$ cat src/rtl/fifo_wr_arbiter.sv
// Round-robin arbiter sharing one fifo write port among NREQ producers.
// A winner streams up to MAX_BURST words under full back-pressure, then yields.

module fifo_wr_arbiter_lane #(
  parameter int DWIDTH = 5
) (
  input  logic              gnt,
  input  logic              req,
  input  logic              fifo_full,
  input  logic [DWIDTH-1:0] data,
  output logic              ack,
  output logic [DWIDTH-1:0] data_masked
);
  assign ack         = gnt & req & ~fifo_full;
  assign data_masked = gnt ? data : '0;
endmodule

module fifo_wr_arbiter #(
  parameter int NREQ      = 4,
  parameter int DWIDTH    = 5,
  parameter int MAX_BURST = 4
) (
  input  logic                   clk,
  input  logic                   rst,
  input  logic [NREQ-1:0]        req,
  input  logic [NREQ*DWIDTH-1:0] req_data,
  output logic [NREQ-1:0]        gnt,
  output logic [NREQ-1:0]        ack,
  input  logic                   fifo_full,
  output logic                   fifo_wr_en,
  output logic [DWIDTH-1:0]      fifo_data_in,
  output logic                   busy
);
  localparam int PW = $clog2(NREQ);
  localparam int BW = $clog2(MAX_BURST) + 1;

  typedef enum logic {IDLE, GRANT} state_t;

  state_t                        state, state_nxt;
  logic [NREQ-1:0]               gnt_nxt, pick_oh;
  logic [PW-1:0]                 rr_ptr, rr_nxt, owner, pick;
  logic [BW-1:0]                 burst_cnt, burst_nxt;
  logic [NREQ-1:0][DWIDTH-1:0]   lane_in, lane_out;
  logic                          req_own, last_word, rel;

  assign lane_in = req_data;

  // gnt is zero outside GRANT, so every lane output is already gated by state
  for (genvar i = 0; i < NREQ; i++) begin : g_lane
    fifo_wr_arbiter_lane #(.DWIDTH(DWIDTH)) u_lane (
      .gnt        (gnt[i]),
      .req        (req[i]),
      .fifo_full  (fifo_full),
      .data       (lane_in[i]),
      .ack        (ack[i]),
      .data_masked(lane_out[i])
    );
  end

  always_comb begin
    fifo_data_in = '0;
    for (int i = 0; i < NREQ; i++) fifo_data_in |= lane_out[i];
  end

  assign fifo_wr_en = |ack;
  assign busy       = (state == GRANT);
  assign req_own    = |(req & gnt);
  assign last_word  = fifo_wr_en && (burst_cnt == BW'(MAX_BURST - 1));
  assign rel        = ~req_own | last_word;

  always_comb begin
    owner = '0;
    for (int i = 0; i < NREQ; i++)
      if (gnt[i]) owner = PW'(i);
  end

  // first requester after rr_ptr, wrapping modulo NREQ
  always_comb begin
    logic          found;
    logic [PW-1:0] idx;
    found = 1'b0;
    pick  = '0;
    idx   = '0;
    for (int k = 1; k <= NREQ; k++) begin
      idx = PW'((int'(rr_ptr) + k) % NREQ);
      if (!found && req[idx]) begin
        found = 1'b1;
        pick  = idx;
      end
    end
  end

  assign pick_oh = NREQ'(1) << pick;

  always_comb begin
    state_nxt = state;
    gnt_nxt   = gnt;
    rr_nxt    = rr_ptr;
    burst_nxt = burst_cnt;
    case (state)
      IDLE: begin
        if (|req) begin
          state_nxt = GRANT;
          gnt_nxt   = pick_oh;
          burst_nxt = '0;
        end
      end
      GRANT: begin
        if (fifo_wr_en) burst_nxt = burst_cnt + BW'(1);
        if (rel) begin
          state_nxt = IDLE;
          gnt_nxt   = '0;
          rr_nxt    = owner;
        end
      end
      default: begin
        state_nxt = IDLE;
        gnt_nxt   = '0;
      end
    endcase
  end

  always_ff @(posedge clk or negedge rst) begin
    if (!rst) begin
      state     <= IDLE;
      gnt       <= '0;
      burst_cnt <= '0;
      rr_ptr    <= PW'(NREQ - 1);
    end else begin
      state     <= state_nxt;
      gnt       <= gnt_nxt;
      burst_cnt <= burst_nxt;
      rr_ptr    <= rr_nxt;
    end
  end
endmodule

$ cat config.mk
export PLATFORM = sky130hd
export DESIGN_NAME = fifo_wr_arbiter
export DESIGN_NICKNAME = d
export VERILOG_FILES = /design/src/rtl/fifo_wr_arbiter.sv
export SDC_FILE = /design/constraint.sdc
export NUM_CORES = 1
export LEC_CHECK = 0
export BUFFER_PORTS_ARGS = -buffer_cell sky130_fd_sc_hd__buf_2
export CAP_MARGIN = 20
export CORE_MARGIN = 2
export CORE_UTILIZATION = 39
export CTS_CLUSTER_DIAMETER = 150
export DETAILED_ROUTE_END_ITERATION = 7
export PLACE_DENSITY = 0.81
export RECOVER_POWER = 100
export SYNTH_ARGS = -nofsm -noshare
export SYNTH_HDL_FRONTEND = slang
export SYNTH_SLANG_ARGS = --single-unit
$ cat constraint.sdc
create_clock -name clk -period 1.77 [get_ports clk]
set_input_delay 0.177 -clock clk [delete_from_list [all_inputs] [get_ports clk]]
set_output_delay 0.177 -clock clk [all_outputs]
set_load 0.01 [all_outputs]
==> results of run 1 <==
[flip-flops by register name (all words and copies together), names as in the netlist]
signal     count
gnt            4
burst_cnt      3
rr_ptr         2
busy           1
[synth_stat cells (all sizes together)]
| cell type | instances | share of area, % |
|---|---|---|
| inv | 7 | 3.3 |
| nor2 | 10 | 4.7 |
| a22oi | 10 | 9.4 |
| a21o | 1 | 0.94 |
| o21a | 1 | 1.9 |
| a31oi | 1 | 0.78 |
| nor2b | 2 | 1.6 |
| o221ai | 1 | 1.1 |
| a32o | 2 | 2.5 |
| dfstp | 2 | 6.6 |
| a31o | 1 | 1.1 |
| nor4 | 1 | 1.6 |
| ha | 2 | 3.1 |
| nor3 | 1 | 1.3 |
| mux2i | 6 | 7.5 |
| or2 | 1 | 0.78 |
| buf | 12 | 11 |
| nand3b | 1 | 0.94 |
| o21ai | 1 | 0.63 |
| nand2b | 2 | 1.6 |
| a21oi | 3 | 1.9 |
| o32ai | 2 | 2.2 |
| nand2 | 15 | 7.0 |
| and4 | 1 | 1.4 |
| dfrtp | 8 | 25 |
[cell families (layout without fill, tap and decap cells)]
kind of cell | Yosys count | count (layout) | share of synthesized area [%]
AND/OR/NAND/NOR | 34 | 34 | 20.81
AO/OA/AOI/OAI | 23 | 23 | 22.38
adder cells (fa/ha/maj) | 2 | 2 | 3.129
multiplexers | 6 | 6 | 7.512
buffers and inverters | 19 | 54 | 14.56
flip-flops | 10 | 10 | 31.61
[critical path, stage by stage, from the launching register on]
cell     delay, ns
dfrtp_1       0.50
nand2_1       0.11
and4_1        0.28
nor2_1        0.10
buf_2         0.13
[area by class of cell]
cell class | instances | share of cell area (%)
inverters | 7 | 2.710
repair buffers | 44 | 21.29
multi-input cells | 65 | 44.13
well taps | 27 | 3.484
clock buffers | 3 | 2.323
flip-flops and latches | 10 | 26.06
[path summary, 6_finish.rpt]
kind,startpoint,to,slack (ns),depth (start not counted)
worst max-delay path,gnt[2]$_DFFE_PN0P_,fifo_wr_en,0.21,4
worst min-delay path,req[0],busy$_DFF_PN0_,0.27,3
worst max register to register,gnt[2]$_DFFE_PN0P_,gnt[2]$_DFFE_PN0P_,0.27,4
worst min register to register,rr_ptr[0]$_DFFE_PN1P_,rr_ptr[0]$_DFFE_PN1P_,0.49,2
max in group asynchronous,rst,rr_ptr[0]$_DFFE_PN1P_,1.00,2
min in group asynchronous,rst,burst_cnt[0]$_DFFE_PN0P_,0.40,2
[layer usage]
layer	global-route usage [%]	up-vias	share of wire (%)
li1	-	396	-
met5	0	-	0
met3	4.908	4	12
met4	8.571	0	1.4
met1	18.71	358	41
met2	30.41	43	46
[power groups by stage]
stage	clock, mW	sequential, mW	combinational [mW]
after floorplan	0	0.401	0.651
after global placement	0	0.433	0.782
after detailed placement	0	0.444	0.804
after CTS	0.156	0.439	0.812
after global routing	0.168	0.453	0.838
final	0.152	0.436	0.753
[metrics by stage]
step / util (%) / worst slack, ns
6_report: 49.94 / 0.2126
3_3_place_gp: 49.61 / 0.3367
4_1_cts: 51.29 / 0.2497
5_1_grt: 49.94 / 0.07564
2_1_floorplan: - / 0.3679
3_5_place_dp: 49.61 / 0.2869
[timing repair]
action	4_1_cts	5_1_grt
endpoints found under the setup margin	0	0
hold buffers	1	0
endpoints found under the hold margin	8	0
gates resized for setup	0	0
==> summary.txt, run 1 <==
Part of the power in combinational logic - 56.1%
First-pass GRT wire length - 3312 um
Root Buffer - clkbuf_4
Die ar. - 2428 sq um
Overflow after GRT - 0
Io pins - 42
CP max FO - 9
Total power - 1.341 mW
GRT Overall Usage - 17.28%
Layout cell share with drive strength beyond 1 - 27.91%
Vias per std cell - 5.135
Num CTS Buffers - 3
#FFs+latches synth - 10
Slew headroom - 63.44%
Remaining DRCs - 0
FF/Latch Area - 252.7 sq um
Fin. max-slew vios - 0
Unique masters post-synth - 25
Clk_lat worst skew - 0.26 ns
Gp weighted congestion - 0.8108
Final ANT Viol Nets - 0
Static leakage - 0.4516 nW
Clock Path Buffers - 2
Die H - 49.28 um
Post-Syn Area - 799.5 sq um
Number of global-route vias before repair - 808
CP Class - flop to output pin
Ys Warns - 0
Leading cell type in the layout, fill and taps excluded - buf_2
Peak VDD IR - 0.0007403 V
Switching Share - 46.03%
# Max-Cap Violations - 0
DIE WIDTH - 49.28 um
Core area - 1942 sq um
Setup violations, final - 0
Period utilization - 87.99%
Number of port buffers - 41
Sequential area share after synthesis - 31.61%
Post-CTS Setup Bufs - 0
Wire per inst - 12.84 um
Row cnt - 16
Initial Util - 41.17%
Fin crit period - 1.557 ns
Area grow syn2layout - 21.28%
Pwr dens - 1383 nW/um^2
TNS Setup - 0 ns
Clock share of power - 11.4%
Dpl cell area - 963.4 sq um
Hold WC Path Type - input pin to flop
Avg Inst Size Synth - 8.506 sq um
Crit end category - output pin
Via count - 801
H-tree lvl count - 1
Final Non-Filler Cells - 156
Hpwl dp - 1585 um
Drt pass-1 iters - 4
Worst clock skew - 0.004194 ns
Fin area - 969.7 sq um
DR iter-0 viols - 12
Dpl cells - 152
Diode count - 0
Total wire length - 2003 um
Area of the multi-input gates - 427.9 sq um
Cell count after synthesis - 94
Run status - finished clean
Slew at the pin with the worst max-slew slack - 0.5483 ns
Worst-path clk slew - 0.06 ns
TritonCTS clock tree - done
RSZ-0062 raised after global routing - false
Syn nets - 123
Internal Power - 0.7239 mW
Register share of total power - 32.5%
Critical path launch point type - flop
Final Hold Viols - 0
NumNets Final - 160
Sw Pwr - 0.6175 mW
Initial antenna violation count - 0
Most frequent cells in the layout - buf_2 (28), nand2_1 (15), clkbuf_1 (15)
Clock Sinks - 10
Required @ worst endpoint - 1.59 ns
Max Clk Rate - 642.1 MHz
Worst hold slack - 0.2652 ns
Crit path DAT - 1.38 ns
Fill cells - 214
Largest net degree at the start of global routing - 11
Power figures use the tool's default switching activity.
==> inputs of run 2 (changes only) <==
CORE_MARGIN = default   (was 2)
==> run 2 against run 1 <==
Sequential share of layout area rose by 0.20 points. Register-to-register slack barely moved. Global-route usage rose by 0.64 points. Clock power rose by 8%. Cell count did not move. Power fell by 1.1%. Fmax rose by 0.38%. Wire length fell by 5.7%.
==> summary.txt, run 2 (synthesis gave the netlist of run 1 again) <==
CTS Hold Bufs - 1 (unchanged)
Max Clk Rate - 644.5 MHz (was 642.1 MHz)
Clock Path Buffers - 2 (unchanged)
Row cnt - 16 (unchanged)
Fin crit period - 1.551 ns (was 1.557 ns)
TNS Setup - 0 ns (unchanged)
Dpl cell area - 955.9 sq um (was 963.4 sq um)
RSZ-0062 raised after global routing - false (unchanged)
FF/Latch Area - 252.7 sq um (unchanged)
Period utilization - 87.65% (was 87.99%)
Slew at the pin with the worst max-slew slack - 0.5242 ns (was 0.5483 ns)
Post-Place Worst Slack - 0.2936 ns (was 0.2869 ns)
Delay-heaviest family, CP - flip-flops (unchanged)
Hold WC Path Type - input pin to flop (unchanged)
Area of the multi-input gates - 422.9 sq um (was 427.9 sq um)
Met1 Resource Use GR - 17.10% (was 18.71%)
Crit end category - output pin (unchanged)
CP max FO - 10 (was 9)
Most flop-heavy register - gnt (unchanged)
Remaining DRCs - 0 (unchanged)
Number of global-route vias before repair - 705 (was 808)
Final ANT Viol Nets - 0 (unchanged)
Biggest registers after layout - gnt: 4 flops, burst_cnt: 3 flops, rr_ptr: 2 flops (unchanged)
Fin area - 962.2 sq um (was 969.7 sq um)
Dpl cells - 151 (was 152)
Register share of total power - 33.7% (was 32.5%)
Drt pass-1 iters - 4 (unchanged)
Io pins - 42 (unchanged)
R2R Setup Slk - 0.26 ns (was 0.27 ns)
Crit path DAT - 1.37 ns (was 1.38 ns)
GRT Overall Usage - 17.92% (was 17.28%)
Overflow after GRT - 0 (unchanged)
Post-CTS Setup Bufs - 0 (unchanged)
Met3 global-route usage - 5.000% (was 4.908%)
Worst clock skew - 0.004639 ns (was 0.004194 ns)
Part of the power in combinational logic - 53.9% (was 56.1%)
Buf/Inv on CP - 1 (unchanged)
Vias per std cell - 5.269 (was 5.135)
Number of flip-flops in the largest register - 4 (unchanged)
Num CTS Buffers - 3 (unchanged)
Switching Share - 45.55% (was 46.03%)
Root Buffer - clkbuf_4 (unchanged)
Most frequent cells in the layout - buf_2 (26), clkbuf_1 (17), nand2_1 (15) (was buf_2 (28), nand2_1 (15), clkbuf_1 (15))
Hpwl dp - 1552 um (was 1585 um)
Gp weighted congestion - 0.8242 (was 0.8108)
Slowest stage delay, CP - 0.53 ns (was 0.50 ns)
Area grow syn2layout - 20.34% (was 21.28%)
GRT busiest layer - met2 (unchanged)
Largest net degree at the start of global routing - 11 (unchanged)
Final Hold Viols - 0 (unchanged)
TritonCTS clock tree - done (unchanged)
Leading cell type in the layout, fill and taps excluded - buf_2 (unchanged)
Clock share of power - 12.3% (was 11.4%)
Run status - finished clean (unchanged)
Clock Sinks - 10 (unchanged)
Peak VDD IR - 0.0006451 V (was 0.0007403 V)
# resized after CTS - 0 (unchanged)
Pwr dens - 1379 nW/um^2 (was 1383 nW/um^2)
First-pass GRT wire length - 2739 um (was 3312 um)
Number of port buffers - 41 (unchanged)
Static leakage - 0.4450 nW (was 0.4516 nW)
Wire per inst - 12.11 um (was 12.84 um)
Via count - 822 (was 801)
Crit path cell chain - nand2_1 -> and4_4 -> nor2_1 -> clkbuf_1 (was nand2_1 -> and4_1 -> nor2_1 -> buf_2)
Critical path launch point type - flop (unchanged)
Required @ worst endpoint - 1.59 ns (about the same)
Initial Util - 41.17% (unchanged)
Diode count - 0 (unchanged)
Setup violations, final - 0 (unchanged)
Initial antenna violation count - 0 (unchanged)
Total wire length - 1889 um (was 2003 um)
NumNets Final - 159 (was 160)
H-tree lvl count - 1 (unchanged)
Final Non-Filler Cells - 156 (unchanged)
Worst-path clk slew - 0.07 ns (was 0.06 ns)
Clk_lat worst skew - 0.26 ns (about the same)
Sw Pwr - 0.6046 mW (was 0.6175 mW)
CP max-delay cell - dfrtp_1 (unchanged)
Global Route met2 Usage - 36.16% (was 30.41%)
Internal Power - 0.7227 mW (was 0.7239 mW)
CP Class - flop to output pin (unchanged)
Layout cell share with drive strength beyond 1 - 27.13% (was 27.91%)
Slew headroom - 65.05% (was 63.44%)
Die H - 47.28 um (was 49.28 um)
Final Worst Setup Slack - 0.2185 ns (was 0.2126 ns)
Fin. max-slew vios - 0 (unchanged)
Total power - 1.327 mW (was 1.341 mW)
DR iter-0 viols - 11 (was 12)
# Max-Cap Violations - 0 (unchanged)
DIE WIDTH - 47.28 um (was 49.28 um)
Die ar. - 2235 sq um (was 2428 sq um)
Fill cells - 203 (was 214)
Core area - 1942 sq um (unchanged)
[run 2: changes by cell type in the layout (fill, tap and decap cells not counted), sizes merged]
cell and delta:
buf -2, clkbuf +2
[run 2: final timing paths]
| check | depth (start not counted) | startpoint | endpoint |
|---|---|---|---|
| worst min-delay path | 3 | req[0] | busy$_DFF_PN0_ |
| max in group asynchronous | 2 | rst | rr_ptr[0]$_DFFE_PN1P_ |
| worst max register to register | 4 | gnt[3]$_DFFE_PN0P_ | gnt[2]$_DFFE_PN0P_ |
| min in group asynchronous | 2 | rst | burst_cnt[1]$_DFFE_PN0P_ |
| worst max-delay path | 4 | gnt[3]$_DFFE_PN0P_ | fifo_wr_en |
| worst min register to register | 2 | rr_ptr[0]$_DFFE_PN1P_ | rr_ptr[0]$_DFFE_PN1P_ |
[run 2: layout make-up]
type,instances,share of cell area [%]
tap,27,3.511
inverter,7,2.731
timing repair buffer,43,20.81
sequential,10,26.27
multi-input combinational,65,43.95
clock buffer,4,2.731
[run 2: power groups by stage]
| stage | combinational [mW] | clock [mW] | sequential, mW |
|---|---|---|---|
| after floorplan | 0.651 | 0 | 0.401 |
| after global placement | 0.755 | 0 | 0.441 |
| after detailed placement | 0.779 | 0 | 0.455 |
| after CTS | 0.784 | 0.170 | 0.450 |
| after global routing | 0.808 | 0.180 | 0.465 |
| final | 0.716 | 0.164 | 0.447 |
[run 2: routing by layer]
layer	vias to the layer above	part of all wire [%]	wire length, um
li1	398	-	-
met1	375	41	775
met2	47	48	905
met3	2	10	191
met4	0	0.90	17
met5	-	0	0
[run 2: worst min-delay path, stage by stage]
cell and delay (ns):
buf_2 0.12, nor4_2 0.07, a21oi_1 0.15
[run 2: stage by stage]
stage	hold WS [ns]	utilization [%]
after floorplan	-0.1186	-
after global placement	0.04398	49.23
after detailed placement	0.04865	49.23
after CTS	0.2923	51.10
after global routing	0.3093	49.55
final	0.3031	49.55
